**src/rtl/seq_pkg.sv**
```systemverilog
// Shared encodings for the serial sequence-detector path: serializer FSM states,
// detector state codes and the counter-width helper.
package seq_pkg;

    typedef enum logic {
        ST_IDLE  = 1'b0,
        ST_SHIFT = 1'b1
    } ser_state_t;

    // Mealy 101/110 detector states, named after the suffix seen so far
    localparam logic [1:0] DET_S0  = 2'd0;
    localparam logic [1:0] DET_S1  = 2'd1;
    localparam logic [1:0] DET_S10 = 2'd2;
    localparam logic [1:0] DET_S11 = 2'd3;

    // Bits needed to hold values 0..n-1, never less than one
    function automatic int clog2(input int n);
        int r;
        r = 0;
        for (int i = 0; i < 32; i++) begin
            if ((64'd1 << i) < 64'(n)) r = i + 1;
        end
        return (r < 1) ? 1 : r;
    endfunction

endpackage

```
**src/rtl/seq_word_serializer.sv**
```systemverilog
// Parallel-to-serial feeder: takes words over valid/ready and emits one bit per
// bit_en-qualified cycle on d, with zero-gap back-to-back loading on the last bit.
module seq_word_serializer
    import seq_pkg::*;
#(
    parameter int   WIDTH      = 8,
    parameter bit   MSB_FIRST  = 1'b1,
    parameter logic IDLE_LEVEL = 1'b0
) (
    input  logic             clk,
    input  logic             rst,
    input  logic [WIDTH-1:0] word_in,
    input  logic             word_valid,
    output logic             word_ready,
    input  logic             bit_en,
    output logic             d,
    output logic             d_valid,
    output logic             busy,
    output logic             done
);

    localparam int             CW      = clog2(WIDTH);
    localparam logic [CW-1:0]  CNT_MAX = CW'(WIDTH - 1);

    ser_state_t       r_state;
    logic [WIDTH-1:0] r_sreg;
    logic [CW-1:0]    r_cnt;
    logic             r_d;
    logic             r_dv;
    logic             r_done;

    logic             w_consume;
    logic             w_last;
    logic             w_load;
    logic             w_first;
    logic             w_bit_nxt;
    logic [WIDTH-1:0] w_sreg_nxt;

    assign w_consume  = (r_state == ST_SHIFT) & bit_en;
    assign w_last     = w_consume & (r_cnt == '0);
    assign word_ready = (r_state == ST_IDLE) | w_last;
    assign w_load     = word_ready & word_valid;

    // The bit on d is always the leading end of r_sreg; shifting exposes the next one
    assign w_first    = MSB_FIRST ? word_in[WIDTH-1] : word_in[0];
    assign w_sreg_nxt = MSB_FIRST ? {r_sreg[WIDTH-2:0], 1'b0} : {1'b0, r_sreg[WIDTH-1:1]};
    assign w_bit_nxt  = MSB_FIRST ? r_sreg[WIDTH-2] : r_sreg[1];

    always_ff @(posedge clk) begin
        if (rst) begin
            r_state <= ST_IDLE;
            r_sreg  <= '0;
            r_cnt   <= '0;
            r_d     <= IDLE_LEVEL;
            r_dv    <= 1'b0;
            r_done  <= 1'b0;
        end else begin
            r_done <= w_last;
            if (w_load) begin
                r_state <= ST_SHIFT;
                r_sreg  <= word_in;
                r_cnt   <= CNT_MAX;
                r_d     <= w_first;
                r_dv    <= 1'b1;
            end else if (w_consume) begin
                if (r_cnt != '0) begin
                    r_sreg <= w_sreg_nxt;
                    r_cnt  <= r_cnt - 1'b1;
                    r_d    <= w_bit_nxt;
                end else begin
                    r_state <= ST_IDLE;
                    r_d     <= IDLE_LEVEL;
                    r_dv    <= 1'b0;
                end
            end
        end
    end

    assign d       = r_d;
    assign d_valid = r_dv;
    assign busy    = (r_state == ST_SHIFT);
    assign done    = r_done;

endmodule

```
**config.mk**
```make
export PLATFORM = sky130hd
export DESIGN_NAME = seq_word_serializer
export DESIGN_NICKNAME = d
export VERILOG_FILES = /design/src/rtl/seq_pkg.sv /design/src/rtl/seq_word_serializer.sv
export SDC_FILE = /design/constraint.sdc
export NUM_CORES = 1
export LEC_CHECK = 0
export CAP_MARGIN = 10
export CORE_ASPECT_RATIO = 1.1
export CORE_MARGIN = 8
export CORE_UTILIZATION = 45
export CTS_BUF_LIST = sky130_fd_sc_hd__clkbuf_4 sky130_fd_sc_hd__clkbuf_8 sky130_fd_sc_hd__clkbuf_16
export DETAILED_ROUTE_END_ITERATION = 10
export DONT_BUFFER_PORTS = 1
export SYNTH_ARGS = -nofsm -noshare
export SYNTH_HDL_FRONTEND = slang
export SYNTH_SLANG_ARGS = --single-unit
```
**constraint.sdc**
```tcl
create_clock -name clk -period 2.35 [get_ports clk]
set_input_delay 0.3525 -clock clk [delete_from_list [all_inputs] [get_ports clk]]
set_output_delay 0.3525 -clock clk [all_outputs]
set_load 0.1 [all_outputs]
```
==> impl_metrics.py <==
metrics = {
    "run_status": {
        "status": "finished, final reports clean",
    },
    "die": {
        "boundaryPins": 17,
        "die_w_um": 52.60,
        "coreArea_mm2": 0.001366,
        "rows": 14,
        "die_h_um": 56.26,
        "dieArea_mm2": 0.002959,
        "start_util_pct": 48.53,
    },
    "global_route": {
        "track_usage_pct": 9.538,
        "overflow": 0,
        "antenna_found_initial": 0,
        "grt_pass1_vias": 523,
        "grt_max_degree": 14,
        "grt_pass1_wl_um": 2235,
    },
    "critical_path": {
        "timing.rr.end": "d$_SDFFE_PP0P_",
        "end_kind": "output pin",
        "ff2ff_path_depth": 7,
        "criticalPathCategory": "flip-flop to output pin",
        "startpoint_type": "flip-flop",
        "cp_max_fo": 5,
        "cp.arrival_ns": 1.52,
        "reg2reg_from": "r_cnt[0]$_SDFFE_PP0P_",
        "rrSetupSlack_ns": 0.80,
        "cp.required_ns": 2.00,
    },
    "min_path": {
        "hold-path-endpoint": "d_valid$_SDFFE_PP0P_",
        "min-delay-start": "rst",
        "hold_depth": 1,
        "hp-class": "primary input to flip-flop",
    },
    "cells_and_area": {
        "seq_area_um2": 261.5,
        "num_antenna_cells": 0,
        "fin_util_pct": 51.92,
        "final_nets": 90,
        "multi_input_area_um2": 326.6,
        "nFillCells": 135,
        "syn_to_final_growth_pct": 6.981,
        "drive_gt1_share_pct": 24.00,
        "instances_no_fill": 91,
    },
    "synthesis": {
        "yosysWarnings": 0,
        "synthCells": 72,
        "synth_area_leader_cell": "dfxtp_1",
        "synth_seq_area_share_pct": 39.25,
        "netlist.area_leader.share_pct": 39.25,
        "syn_nets": 86,
        "ys_ff_latch": 13,
        "synth.avg_cell_area_um2": 9.210,
        "ys_types": 26,
        "syn_area_um2": 663.1,
        "yosys-top-cells-area": "dfxtp_1 (39%), o221a_1 (10%), a21oi_1 (6.8%), inv_1 (5.7%), ha_1 (3.8%)",
    },
    "place": {
        "placed_cells": 87,
        "place_congestion": 0.7297,
        "hpwl_um": 960.8,
        "io_buffers": 0,
    },
    "clock_tree": {
        "numCtsBuffers": 3,
        "cts.path.max_buffers": 2,
        "h-tree-depth": 1,
        "cts.clk_slew.worst_paths_ns": 0.08,
        "cts_tree": "done",
        "insertion_delay_ns": 0.28,
        "post_cts_resized": 0,
        "cts_num_sinks": 13,
        "cts_hold_buf": 0,
        "post_cts_buffers": 0,
        "cts-root-buf": "clkbuf_4",
    },
    "sta": {
        "slew_viol_final": 0,
        "clock.fmax_ghz": 0.5334,
        "maxSlewHeadroom_pct": 63.92,
        "worst_slew_pin_slew_ns": 0.5456,
        "rsz0062_at_grt": "false",
        "fin_crit_sh_pct": 79.78,
        "finalHoldViolations": 0,
        "setup_violations": 0,
        "fin_worst_skew_ns": 0.002883,
        "min_period_ns": 1.875,
        "fin_tns_setup_ns": 0,
    },
    "drt": {
        "first_pass_iters": 4,
        "drt_iter0_drc": 9,
        "num_vias": 521,
        "wire_per_inst_um": 14.45,
        "ant_nets": 0,
        "viasPerCell": 5.725,
        "wirelength_um": 1315,
        "drcViolationCount": 0,
    },
    "job": {
        "max_cap_viol_count": 0,
    },
    "power": {
        "powerDensity_mw_per_mm2": 786.9,
        "p_leak_nw": 0.2837,
        "fin_total_pwr_w": 0.0005582,
        "vdd.ir_drop.worst_mv": 0.3390,
    },
}
-- per-layer routing --
layer | vias up | wire, um | global-route usage [%]
met5 | - | 0 | 0
met4 | 0 | 40 | 5.556
met3 | 5 | 86 | 2.895
met2 | 13 | 585 | 14.43
met1 | 243 | 603 | 11.31
li1 | 260 | - | -
-- cells in the mapped netlist (all sizes together) --
library cell  instances
a32o                  1
nor4                  1
nand2b                1
o221a                 6
a211oi                1
buf                   5
nor2                  4
nor3b                 1
a221oi                1
and3                  1
a21oi                 9
ha                    2
inv                  11
dfxtp                13
nand2                 5
a41o                  1
nand3                 3
mux2i                 2
o21ai                 4
-- power breakdown --
group          internal (W)  switching, W  total [W]  leakage, nW
Sequential         0.000243     0.0000151   0.000258        0.108
Clock             0.0000776     0.0000783   0.000156       0.0184
Combinational     0.0000492     0.0000952   0.000144        0.157
-- placed cells by master, fill, tap and decap left out, drive strengths merged --
cell | netlist | routed
o221a | 6 | 6
o21ai | 4 | 4
dfxtp | 13 | 13
ha | 2 | 2
a21oi | 9 | 9
a221oi | 1 | 1
nand2 | 5 | 5
mux2i | 2 | 2
a32o | 1 | 1
clkbuf | 0 | 4
nand2b | 1 | 1
inv | 11 | 11
a41o | 1 | 1
and3 | 1 | 1
nor3b | 1 | 1
a211oi | 1 | 1
nor2 | 4 | 4
nor4 | 1 | 1
nand3 | 3 | 3
buf | 5 | 4
-- area by class of cell --
| type | instances | area share [%] |
|---|---|---|
| Timing Repair Buffer | 4 | 4.233 |
| Sequential cell | 13 | 36.86 |
| Multi-Input combinational cell | 43 | 46.03 |
| Inverter | 11 | 5.820 |
| Clock buffer | 4 | 4.233 |
| Tap cell | 16 | 2.822 |
-- worst max-delay path, stage by stage (launching register included) --
cell,delay (ns)
dfxtp_1,0.32
inv_1,0.08
ha_1,0.24
nand2b_4,0.10
o21ai_4,0.17
buf_4,0.32
-- worst max path at each step --
stage / startpoint / slack, ns / depth (start not counted) / endpoint
after detailed placement: r_cnt[1]$_SDFFE_PP0P_ / 0.79 / 5 / word_ready
after floorplan: d_valid$_SDFFE_PP0P_ / 0.40 / 4 / r_sreg[1]$_SDFFE_PP0P_
after global routing: r_cnt[1]$_SDFFE_PP0P_ / 0.38 / 5 / word_ready
after CTS: r_cnt[0]$_SDFFE_PP0P_ / 0.47 / 5 / word_ready
after global placement: r_cnt[0]$_SDFFE_PP0P_ / 0.82 / 5 / word_ready
final: r_cnt[0]$_SDFFE_PP0P_ / 0.48 / 5 / word_ready
-- through the flow --
stage	hold slack [ns]	worst slack, ns	cell area, um2
after floorplan	0.4496	0.4027	663.1
after global placement	0.4222	0.8175	679.4
after detailed placement	0.4189	0.7936	679.4
after CTS	0.1096	0.4668	709.4
after global routing	0.1092	0.3829	709.4
final	0.1187	0.4751	709.4
-- kinds of logic (layout without fill, tap and decap cells) --
kind of cell,after synthesis,in the layout,synth area share [%]
AO/OA/AOI/OAI,23,23,28.11
multiplexers,2,2,3.019
flip-flops,13,13,39.25
buffers and inverters,16,19,11.51
AND/OR/NAND/NOR,16,16,14.34
adder cells (fa/ha/maj),2,2,3.773
-- flip-flops by register name (all words and copies together) (netlist names) --
signal	flops
d	1
done	1
d_valid	1
r_sreg	7
r_cnt	3
Power figures use the tool's default switching activity.
